==> config.mk <==
export PLATFORM = sky130hd
export DESIGN_NAME = seviye_dugum_uretici
export DESIGN_NICKNAME = d
export VERILOG_FILES = /design/src/rtl/seviye_dugum_uretici.sv
export SDC_FILE = /design/constraint.sdc
export NUM_CORES = 1
export LEC_CHECK = 0
export ABC_AREA = 1
export ABC_CLOCK_PERIOD_IN_PS = 1400
export CORE_UTILIZATION = 47
export CTS_BUF_LIST = sky130_fd_sc_hd__clkbuf_16
export DETAILED_ROUTE_END_ITERATION = 16
export GPL_TIMING_DRIVEN = 0
export PLACE_DENSITY = 0.76
export SLEW_MARGIN = 10
export SYNTH_ARGS = -nofsm -noshare
export SYNTH_HDL_FRONTEND = slang
export SYNTH_SLANG_ARGS = --single-unit
==> constraint.sdc <==
create_clock -name clk -period 1.4 [get_ports clk]
set_input_delay 0.28 -clock clk [delete_from_list [all_inputs] [get_ports clk]]
set_output_delay 0.28 -clock clk [all_outputs]
set_load 0.05 [all_outputs]
==> src/rtl/seviye_dugum_uretici.sv <==
// rtl/seviye_dugum_uretici.sv - streams every heap node index on a requested tree level
module seviye_dugum_uretici #(
    parameter int W = 4
) (
    input  logic         clk,
    input  logic         rst_n,
    input  logic         baslat,
    input  logic [2:0]   seviye,
    input  logic         iptal,
    input  logic         hazir,
    output logic [W-1:0] dugum,
    output logic         gecerli,
    output logic         son,
    output logic         mesgul,
    output logic         hata
);

    typedef enum logic {
        IDLE,
        RUN
    } durum_t;

    // Deepest legal level; level W is the truncated single-node level.
    localparam logic [2:0]   UST_SEVIYE = 3'(W);
    localparam logic [W-1:0] BIR        = W'(1);
    localparam logic [W-1:0] IKI        = W'(2);

    durum_t       durum;
    durum_t       durum_next;
    logic [W-1:0] dugum_next;
    logic [W-1:0] son_idx;
    logic [W-1:0] son_idx_next;
    logic         hata_next;

    logic         seviye_gecerli;
    logic [W-1:0] bas_hesap;
    logic [W-1:0] son_hesap;

    // Start and last index of the requested level. Modular W-bit arithmetic
    // yields exactly the low W bits of the W+1-bit values 2^L-1 and
    // 2^(L+1)-2, so the truncation is implicit (2^W wraps to 0, minus 1 is 2^W-1).
    always_comb begin
        seviye_gecerli = (seviye <= UST_SEVIYE);
        bas_hesap      = (BIR << seviye) - BIR;
        if (seviye < UST_SEVIYE) begin
            son_hesap = (BIR << (seviye + 3'd1)) - IKI;
        end else begin
            son_hesap = bas_hesap;
        end
    end

    // Next-state logic: accept a start in IDLE, advance on each transfer in RUN.
    always_comb begin
        durum_next   = durum;
        dugum_next   = dugum;
        son_idx_next = son_idx;
        hata_next    = 1'b0;
        case (durum)
            IDLE: begin
                if (baslat) begin
                    if (seviye_gecerli) begin
                        durum_next   = RUN;
                        dugum_next   = bas_hesap;
                        son_idx_next = son_hesap;
                    end else begin
                        hata_next = 1'b1;
                    end
                end
            end
            RUN: begin
                if (iptal) begin
                    durum_next = IDLE;
                end else if (hazir) begin
                    if (son) begin
                        durum_next = IDLE;
                    end else begin
                        dugum_next = dugum + BIR;
                    end
                end
            end
            default: begin
                durum_next = IDLE;
            end
        endcase
    end

    // State, current index, latched last index and the error pulse register.
    always_ff @(posedge clk or negedge rst_n) begin
        if (!rst_n) begin
            durum   <= IDLE;
            dugum   <= '0;
            son_idx <= '0;
            hata    <= 1'b0;
        end else begin
            durum   <= durum_next;
            dugum   <= dugum_next;
            son_idx <= son_idx_next;
            hata    <= hata_next;
        end
    end

    // Handshake outputs derive from state only; son compares against the latched last index.
    always_comb begin
        gecerli = (durum == RUN);
        mesgul  = (durum == RUN);
        son     = (durum == RUN) && (dugum == son_idx);
    end

endmodule

* After elaboration in Yosys (flattened, before gate mapping)
Cells that the tools add are included.
** Word-level totals
- Logic and storage cells :: 38
- Register bits after elaboration :: 10
- Output and inout port bits :: 8
- Bits of input ports :: 8
** Cells by class
- Equal/unequal tests :: 6
- Shift operators :: 2
- Add/sub/neg operators :: 4
- Bitwise operators :: 1
- Muxes and demuxes :: 16
- Order comparisons :: 2
- Reductions and logical operators :: 3
** Operators by type and width (number)
- $mux 4 :: 6
- $ne 2x2->1 const B :: 5
- $mux 1 :: 8
- $pmux 4 s2 :: 1
- $shl 1x3->4 const A :: 2
- $reduce_and 5->1 :: 1
- $add 4x1->4 const B :: 1
- $eq 4x4->1 :: 1
- $sub 4x1->4 const B :: 1
- $sub 4x2->4 const B :: 1
- $add 3x1->3 const B :: 1
- $le 3x3->1 const B :: 1
- $lt 3x3->1 const B :: 1
- $reduce_and 3->1 :: 1
- $pmux 1 s2 :: 1
- $logic_and 1x1->1 :: 1
- $not 1->1 :: 1

* Depth between registers and ports, before layout
Gate-level depths: netlist (run 1).
- Word-level depth :: 6
- Gate-level depth with buffers :: 9
- Depth with buffers taken out :: 9

* Worst setup path after synthesis (run 1)
Ideal clock, no wire load.
- Path type :: reg2out
- Start :: reg dugum[1]
- End :: out son
- Data required time :: 1.120 ns
- Arrival :: 1.516 ns
- Cell stages (with the launch flop) :: 7
- Path slack :: -0.396 ns
- Path buffers :: 0
- Path through :: dfrtp_1 inv_1 nand2_1 nand2_1 nor2_1 nand3_2 inv_1
** Between the ends
- Longest elaborated chain between the ends :: 2
** RTL lines
- from (decl) :: line 11 : output logic [W-1:0] dugum,
- from (signal assigned) :: line 96 : dugum <= dugum_next;
- $eq 4x4->1 :: line 106 : son = (durum == RUN) && (dugum == son_idx);
- $logic_and 1x1->1 :: line 106
- to (decl) :: line 13 : output logic son,
Every way passes these cells.

* Worst setup path in the final report (run 1)
- Start :: reg dugum[3]
- End :: out son
Same word-level chain as after synthesis.

==> results of run 1 <==
-- stage by stage --
| stage | cells | worst slack, ns | TNS (ns) | total power [W] | hold WS, ns |
|---|---|---|---|---|---|
| 2_1_floorplan | 102 | -0.0999 | -0.0999 | 0.00119 | -0.0156 |
| 4_1_cts | 141 | -0.195 | -0.195 | 0.00208 | 0.375 |
| 3_5_place_dp | 132 | -0.674 | -3.34 | 0.00148 | 0.525 |
| 3_3_place_gp | 132 | -0.661 | -2.85 | 0.00145 | 0.523 |
| 6_report | 149 | -0.185 | -0.195 | 0.00237 | 0.359 |
| 5_1_grt | 149 | -0.251 | -0.278 | 0.00248 | 0.398 |
-- synth_stat cells --
master | n | area [sq um]
o21ai_0 | 10 | 50.1
ha_1 | 2 | 25.0
inv_1 | 16 | 60.1
nand4_1 | 1 | 6.26
o211ai_1 | 1 | 7.51
dfrtp_1 | 10 | 250
xnor2_1 | 1 | 8.76
nand2_2 | 1 | 6.26
nand3_1 | 8 | 40.0
inv_2 | 2 | 7.51
nor2_1 | 5 | 18.8
nand3_2 | 1 | 10.0
o21bai_1 | 1 | 7.51
nor2_2 | 2 | 12.5
nand2_1 | 39 | 146
buf_4 | 1 | 7.51
or2_2 | 1 | 6.26
-- sequential cells by signal (all words and copies together), names as in the netlist --
name,count
dugum,4
son_idx,4
gecerli,1
hata,1
-- worst max-delay path, delay by kind of cell, from the launching register on --
kind                   cells  cell delay, ns
buffers and inverters      2            0.23
and+or+nand+nor            4            0.41
DFF                        1            0.42
-- final timing paths --
path                                  from         end
max in group asynchronous            rst_n     gecerli
min in group clk                 seviye[2]  son_idx[2]
worst min register to register  son_idx[2]  son_idx[2]
worst min-delay path                 rst_n  son_idx[1]
worst max-delay path              dugum[3]         son
worst max register to register    dugum[1]    dugum[2]
-- metal layers --
metal	vias to the layer above	share of wire
met1	352	0.42
met2	31	0.52
met5	-	0
met4	0	0.028
li1	379	-
met3	8	0.039
-- cell type report --
type | count | area (sq um) | share of cell area
inverter | 18 | 73.8 | 0.0670
multi-input combinational | 73 | 427 | 0.387
timing repair buffer | 28 | 240 | 0.218
clock inverter | 1 | 3.75 | 0.00341
clock buffer | 3 | 75.1 | 0.0681
buffer | 1 | 7.51 | 0.00681
tap | 15 | 18.8 | 0.0170
sequential | 10 | 256 | 0.233
-- power groups by stage --
stage                     Sequential, W  Combinational [W]  Clock [W]
after floorplan                0.000748           0.000438          0
after global placement         0.000550           0.000903          0
after detailed placement       0.000560           0.000918          0
after CTS                      0.000504            0.00107   0.000507
after global routing           0.000527            0.00143   0.000522
final                          0.000509            0.00135   0.000510
-- layout by cell type, fill, tap and decap left out --
cell / Yosys / routed
inv_1: 16 / 12
o21ai_0: 10 / 3
nor2_4: 0 / 3
nand4_1: 1 / 1
o211ai_1: 1 / 1
dlymetal6s2s_1: 0 / 1
buf_4: 1 / 14
nand2_2: 1 / 6
nand2_1: 39 / 34
nand3_1: 8 / 8
o21ai_2: 0 / 3
dfrtp_1: 10 / 5
inv_4: 0 / 1
o21ai_1: 0 / 4
clkbuf_16: 0 / 3
or2_2: 1 / 1
nand3_4: 0 / 1
clkdlybuf4s50_1: 0 / 4
ha_4: 0 / 2
dfrtp_2: 0 / 5
buf_2: 0 / 3
dlygate4sd2_1: 0 / 3
o21bai_1: 1 / 1
clkdlybuf4s15_2: 0 / 3
xnor2_2: 0 / 1
nor2_1: 5 / 4
inv_2: 2 / 5
buf_8: 0 / 1
clkinvlp_4: 0 / 1
-- logic make-up after synthesis --
| group | Yosys count |
|---|---|
| and+or+nand+nor | 58 |
| AOI/OAI and AO/OA | 12 |
| xor gates and xnor gates | 1 |
| buffers and inverters | 19 |
| DFF | 10 |
| adders and majority gates | 2 |
-- timing repair --
action                     CTS  global route
setup endpoints to repair   11             9
resized for setup           40            23
buffers inserted             5             8
pin swaps                    4             8
==> flow_summary.ini, run 1 <==
[synth]
synthAdderAreaFrac = 0.0373
syn_nets = 112
synth_compound_area_frac = 0.0970
yosys_warnings = 0
synth_xor_area_frac = 0.0131
synth_area_per_cell_sq_um = 6.57
yosysSeqAreaShare = 0.373
yosys.area_share.simple = 0.368
yosysUniqueCellTypes = 17
synth_top_family_by_area = simple AND/OR/NAND/NOR gates
syn_area_sq_um = 671
synth_seq_cells = 10
synthCells = 102
synth_mux_area_frac = 0

[final_layout]
num-fill-cells = 80
final_util = 0.837
area_growth_pct = 64.4
finish.instance_area_sq_um = 1100
drive_above_1_share = 0.396
antenna_cells = 0
nNetsFinal = 145

[clock_tree]
cts_tree = done
cts_root_buffer = clkbuf_16
clk_pin_slew_ns = 0.04
ctsHoldBuffers = 0
cts_buffers = 3
h-tree-depth = 1
worstSkewPairLatency_ns = 0.24
clockBufferDepth = 2
clock-sinks = 10

[routing]
firstDrtPassIters = 4
post_drt_via_cell_ratio = 5.17
drt_wl_total_mm = 2.02
wl_per_cell_um = 13.6
first_iter_violations = 34
antenna_left = 0
vias = 770
drc = 0

[timing]
hold_viol_final = 0
skew_ns = 0.00245
worst_slew_pin_slew_ns = 0.491
min_period_ns = 1.58
drv_slew = 0
setup_viol = 2
rsz0062_at_grt = true
timing.slew.headroom = 0.674
fmax_ghz = 0.631
fin_crit_sh = 1.13
worst_slack_ns = -0.185

[setup_path]
cp_data_required_time_ns = 1.12
endpoint_kind = output port
worstSetupPathType = flip-flop to output port
cpPeakStageDelay_ns = 0.42
arrival_ns = 1.30
crit_slowest_cell = dfrtp_2
cp_max_fo = 5
r2r_setup_slack_ns = 0.06
reg2regPathDepth = 7
cp_cell_sequence = nand2_1 > nand2_2 > nor2_4 > nand3_4 > clkinvlp_4 > buf_8
cp-start-kind = flip-flop

[placement]
gp_congestion = 0.820
hpwl_mm = 1.16
io_buffers = 15
post_dp_cell_area_sq_um = 852

[die]
num_rows = 13
ios = 16
start_util = 0.509
core-area_sq_um = 1320
die_area_sq_um = 1580
die_w_um = 39.8
die_h_um = 39.8

[pwr]
pwr-share-seq = 0.215
power.density_nw_per_um2 = 2150
p_int_w = 0.00130
switching_share = 0.450
p_comb_frac = 0.570
power.switching_w = 0.00107
ir_worst_vdd_mv = 1.13
pwr-share-clk = 0.215
p_leak_nw = 0.573

[global_routing]
antenna_found_initial = 0
grt_max_degree = 11
grt_pass1_vias = 585
grt_pass1_wl_mm = 2.49
use_met2 = 0.422
busiest_layer = met2
grt_overflow = 0
track_usage = 0.238
use_met1 = 0.275
grt.met3_usage = 0.0341

[status]
status = finished with violations
violations = negative setup slack

[run]
cap_viol_max_count = 0

[min_path]
hp-class = input port to async pin
Power figures use the tool's default switching activity.
==> run 2: changes to the inputs <==
- HOLD_SLACK_MARGIN: default -> 0.15
==> results of run 2 <==
Same layout as run 1: the final DEF is identical, and so are final timing and power.
